### src/rtl/score_tracker_pkg.sv
// Shared game-phase encodings and score/level limits for the score keeper.
package score_tracker_pkg;

   typedef enum logic [1:0] {
      S_IDLE = 2'd0,
      S_PLAY = 2'd1,
      S_OVER = 2'd2
   } state_t;

   localparam int SCORE_W    = 7;
   localparam int SCORE_MAX  = 99;
   localparam int LEVEL_STEP = 10;
   localparam int LEVEL_W    = 4;
   localparam int LEVEL_MAX  = 9;
   localparam int STEP_W     = 4;

endpackage

### src/rtl/score_tracker_rise_detect.sv
// Rising-edge detector with enable; reusable for the food strobe and buttons.
module rise_detect (
   input  logic clk,
   input  logic rst,
   input  logic sync_clr,
   input  logic in,
   input  logic en,
   output logic pulse
);

   logic in_d;

   // Delayed copy of the input; tracks every cycle regardless of en.
   always_ff @(posedge clk or posedge rst) begin
      if (rst)           in_d <= 1'b0;
      else if (sync_clr) in_d <= 1'b0;
      else               in_d <= in;
   end

   assign pulse = in & ~in_d & en;

endmodule

### src/rtl/score_tracker.sv
// Score keeper: game-phase FSM, +1 score per food edge, level, session high score.
module score_tracker
   import score_tracker_pkg::*;
#(
   parameter int SCORE_W_P    = SCORE_W,
   parameter int SCORE_MAX_P  = SCORE_MAX,
   parameter int LEVEL_STEP_P = LEVEL_STEP,
   parameter int LEVEL_W_P    = LEVEL_W,
   parameter int LEVEL_MAX_P  = LEVEL_MAX
) (
   input  logic                 clock_25,
   input  logic                 reset,
   input  logic                 sync_reset,
   input  logic                 start,
   input  logic                 food_eaten,
   input  logic                 game_over,
   output logic [SCORE_W_P-1:0] score,
   output logic [SCORE_W_P-1:0] high_score,
   output logic                 new_record,
   output logic [LEVEL_W_P-1:0] level,
   output logic                 level_up,
   output logic                 playing
);

   localparam logic [SCORE_W_P-1:0] SCORE_LIM = SCORE_W_P'(SCORE_MAX_P);
   localparam logic [LEVEL_W_P-1:0] LEVEL_LIM = LEVEL_W_P'(LEVEL_MAX_P);
   localparam logic [STEP_W-1:0]    STEP_LAST = STEP_W'(LEVEL_STEP_P - 1);

   state_t               state, state_next;
   logic                 eat, accept, wrap, bump;
   logic                 start_game, end_game;
   logic [STEP_W-1:0]    step_cnt;
   logic [SCORE_W_P-1:0] score_next;

   rise_detect u_food_edge (
      .clk      (clock_25),
      .rst      (reset),
      .sync_clr (sync_reset),
      .in       (food_eaten),
      .en       (state == S_PLAY),
      .pulse    (eat)
   );

   // Points stop at the display limit; a dropped eat touches nothing.
   assign accept     = eat && (score < SCORE_LIM);
   assign wrap       = accept && (step_cnt == STEP_LAST);
   assign bump       = wrap && (level < LEVEL_LIM);
   assign score_next = accept ? score + 1'b1 : score;
   assign playing    = (state == S_PLAY);

   // Next-state logic; start only acts outside PLAY, game_over only inside it.
   always_comb begin
      state_next = state;
      start_game = 1'b0;
      end_game   = 1'b0;
      case (state)
         S_IDLE, S_OVER: begin
            if (start) begin
               state_next = S_PLAY;
               start_game = 1'b1;
            end
         end
         S_PLAY: begin
            if (game_over) begin
               state_next = S_OVER;
               end_game   = 1'b1;
            end
         end
         default: state_next = S_IDLE;
      endcase
   end

   // Phase register; sync_reset overrides any same-cycle start.
   always_ff @(posedge clock_25 or posedge reset) begin
      if (reset)           state <= S_IDLE;
      else if (sync_reset) state <= S_IDLE;
      else                 state <= state_next;
   end

   // Score, level progress and the one-cycle level_up strobe.
   always_ff @(posedge clock_25 or posedge reset) begin
      if (reset) begin
         score    <= '0;
         step_cnt <= '0;
         level    <= '0;
         level_up <= 1'b0;
      end else if (sync_reset) begin
         score    <= '0;
         step_cnt <= '0;
         level    <= '0;
         level_up <= 1'b0;
      end else begin
         level_up <= 1'b0;
         if (start_game) begin
            score    <= '0;
            step_cnt <= '0;
            level    <= '0;
         end else if (accept) begin
            score    <= score_next;
            step_cnt <= wrap ? '0 : step_cnt + 1'b1;
            if (bump) begin
               level    <= level + 1'b1;
               level_up <= 1'b1;
            end
         end
      end
   end

   // Session best; compared against score_next so a final-cycle eat counts.
   always_ff @(posedge clock_25 or posedge reset) begin
      if (reset) begin
         high_score <= '0;
         new_record <= 1'b0;
      end else if (sync_reset) begin
         new_record <= 1'b0;
      end else if (start_game) begin
         new_record <= 1'b0;
      end else if (end_game) begin
         if (score_next > high_score) begin
            high_score <= score_next;
            new_record <= 1'b1;
         end else begin
            new_record <= 1'b0;
         end
      end
   end

endmodule

### config.mk
export PLATFORM = sky130hd
export DESIGN_NAME = score_tracker
export DESIGN_NICKNAME = d
export VERILOG_FILES = /design/src/rtl/score_tracker_pkg.sv /design/src/rtl/score_tracker_rise_detect.sv /design/src/rtl/score_tracker.sv
export SDC_FILE = /design/constraint.sdc
export NUM_CORES = 1
export LEC_CHECK = 0
export CAP_MARGIN = 40
export CORE_MARGIN = 1.5
export CORE_UTILIZATION = 52
export DETAILED_ROUTE_END_ITERATION = 8
export GPL_TIMING_DRIVEN = 0
export PLACE_DENSITY = 0.79
export SKIP_CTS_REPAIR_TIMING = 1
export SLEW_MARGIN = 20
export SYNTH_ARGS = -nofsm -noshare
export SYNTH_HDL_FRONTEND = slang
export SYNTH_SLANG_ARGS = --single-unit
### constraint.sdc
create_clock -name clock_25 -period 6.8 [get_ports clock_25]
set_input_delay 1.02 -clock clock_25 [delete_from_list [all_inputs] [get_ports clock_25]]
set_output_delay 1.02 -clock clock_25 [all_outputs]
set_load 0.005 [all_outputs]
==> impl_metrics.env <==
export IMPL_status="finished clean"
export IMPL_grt_start_max_net_pins=16
export IMPL_p_leak_nw=0.808
export IMPL_start_util_pct=54.6
export IMPL_ys_types=38
export IMPL_fp_dieH_microns=56.8
export IMPL_cap_violations=0
export IMPL_hold_start="new_record$_DFFE_PP0P_"
export IMPL_grt_overflow_total=0
export IMPL_routabilityCongestion=0.800
export IMPL_wl_met2_microns=1630
export IMPL_relSlewSlack_pct=63.9
export IMPL_nNetsFinal=194
export IMPL_h_tree_depth=1
export IMPL_synth_ff_type="dfrtp_1"
export IMPL_max_freq_mhz=282
export IMPL_cts_root_buffer="clkbuf_4"
export IMPL_hold_ws_ns=0.529
export IMPL_clock_latency_ns=0.33
export IMPL_num_rows=19
export IMPL_peakVddDrop_uv=174
export IMPL_slowest_delay_ns=0.46
export IMPL_crit_start="food_eaten"
export IMPL_numClockSinks=27
export IMPL_cts_tree="done"
export IMPL_vias=1200
export IMPL_wl_met1_microns=1340
export IMPL_ant_nets=0
export IMPL_grt_pass1_vias=1196
export IMPL_wl_met3_microns=104
export IMPL_rr_startpoint="score[0]$_DFFE_PP0P_"
export IMPL_io_pins=27
export IMPL_drv_slew=0
export IMPL_ys_ff_latch=27
export IMPL_cp_top_family="compound AO/OA/AOI/OAI gates"
export IMPL_seq_area_frac_synth_pct=44.9
export IMPL_die_area_sq_mm=0.00323
export IMPL_layout_drive_gt1_share_pct=12.0
export IMPL_clock_skew_ns=0.0124
export IMPL_cts_buffers_inserted=3
export IMPL_routed_top_layer="met4"
export IMPL_grt_util_all_layers_pct=20.8
export IMPL_tightestPinTransition_ns=0.540
export IMPL_period_share_pct=52.1
export IMPL_finalHoldViolCount=0
export IMPL_grt_pass1_wl_microns=5260
export IMPL_die_w_microns=56.8
export IMPL_vias_per_cell=5.83
export IMPL_postSynthCellCount=144
export IMPL_async_reset_ff_share_pct=100
export IMPL_synth_top_area_cell="dfrtp_1"
export IMPL_numPortBuffers=26
export IMPL_finalSetupTns_ns=0
export IMPL_min_delay_path_class="register to register"
export IMPL_crit_fanout=8
export IMPL_diodes=0
export IMPL_dr_pass1_iters=4
export IMPL_detail_route_wl_per_cell_microns=15.1
export IMPL_synth_edff_count=0
export IMPL_cp_buffers_inverters=2
export IMPL_clk_pin_slew_ns=0.13
export IMPL_critPathKind="input port to register"
export IMPL_yosys_top_cells_area="dfrtp_1 45%, ha_1 10%, mux2_2 5.2%, inv_1 4.0%, a21oi_1 3.0%"
export IMPL_netlist_top_cells_count="27 x dfrtp_1, 16 x inv_1, 12 x ha_1, 9 x a21oi_1, 8 x nor2_1"
export IMPL_yosysMostFrequentCell="dfrtp_1"
export IMPL_syn_area_per_cell_sq_um=10.5
export IMPL_cp_start_kind="input port"
export IMPL_period_minus_slack_ns=3.54
export IMPL_cp_required_ns=7.03
export IMPL_routed_wl_microns=3120
export IMPL_drtIter0Drc=42
export IMPL_critPathSlowestCell="clkdlybuf4s50_1"
export IMPL_crit_chain="clkdlybuf4s50_1, and4bb_2, o21a_1, xnor2_1, ha_1, and3_1, a211oi_1, o31a_1, buf_2, mux2_2"
export IMPL_syn_to_final_growth_pct=22.6
export IMPL_powerDensity_mw_per_mm2=152
export IMPL_antenna_found_initial=0
export IMPL_cts_buffer_depth=2
export IMPL_end_kind="register"
export IMPL_drc=0
export IMPL_rsz0062_at_grt="false"
export IMPL_finalSetupViolations=0
export IMPL_arrival_ns=3.77
export IMPL_syn_num_nets=162
export IMPL_dp_hpwl_microns=2400
export IMPL_synth_top_area_share_pct=44.9
export IMPL_core_area_sq_mm=0.00276
export IMPL_syn_area_sq_mm=0.00151
export IMPL_yosysWarnings=0
-- layout by cell type (no fill, tap or decap), types with 2 or more instances in the layout --
master            n
dfrtp_1          27
clkdlybuf4s50_1  26
inv_1            16
ha_1             12
a21oi_1           9
nor2_1            8
mux2_2            7
o21ai_0           6
and2_1            6
and3_1            4
xnor2_1           4
nor2b_1           4
nand2_1           3
a31oi_1           3
or3_1             3
clkbuf_4          3
nand3b_1          2
a211oi_1          2
buf_2             2
a31o_2            2
nand4_1           2
nand3_1           2
clkbuf_1          2
mux2i_1           2
or4_1             2
-- sequential cells by signal (all words and copies together), names as in the netlist --
name,cells
high_score,7
score,7
level,4
step_cnt,4
state,2
level_up,1
new_record,1
u_food_edge.in_d,1
-- logic make-up after synthesis --
group,after synthesis,share of synthesized area (%)
AO/OA/AOI/OAI,30,14.1
XOR/XNOR,4,2.33
AND/OR/NAND/NOR,42,16.5
adder cells (fa/ha/maj),12,9.97
flip-flops,27,44.9
buffers and inverters,20,5.65
multiplexers,9,6.56
-- worst paths after layout --
check                                                  to  slack [ns]  cells past startpoint
worst max-delay path            high_score[4]$_DFFE_PP0P_        3.26                     10
worst min-delay path               new_record$_DFFE_PP0P_        0.53                      1
worst max register to register  high_score[4]$_DFFE_PP0P_        3.80                      9
worst min register to register     new_record$_DFFE_PP0P_        0.53                      1
max in group asynchronous          new_record$_DFFE_PP0P_        5.30                      3
min in group asynchronous         step_cnt[2]$_DFFE_PP0P_        1.00                      2
-- layer usage --
metal | vias to the layer above | global-route usage (%)
li1 | 570 | -
met1 | 598 | 25.1
met2 | 27 | 37.5
met3 | 5 | 2.07
met4 | 0 | 8.31
met5 | - | 0
-- per-stage QoR --
step           std cells  cell area (sq um)  power (mW)  setup WS [ns]  utilization (%)
5_1_grt              206               1850       0.292           3.13             67.0
3_5_place_dp         202               1820       0.212           2.89             66.0
4_1_cts              206               1850       0.280           3.25             67.0
2_1_floorplan        144               1510       0.193           3.63                -
3_3_place_gp         201               1810       0.209           2.95             65.5
6_report             206               1850       0.280           3.26             67.0
-- power breakdown --
group	switching, mW	internal (mW)
clock	0.0483	0.0230
sequential	0.00409	0.165
combinational	0.0189	0.0205
total	0.0713	0.209
-- area by class of cell --
class / count / area (sq um)
multi-input cells: 97 / 746
well taps: 31 / 38.8
flip-flops and latches: 27 / 676
inverters: 16 / 60.1
clock buffers: 4 / 26.3
repair buffers: 27 / 275
plain buffers: 4 / 25.0
fillers: 223 / 911
(Power assumes the default switching activity.)
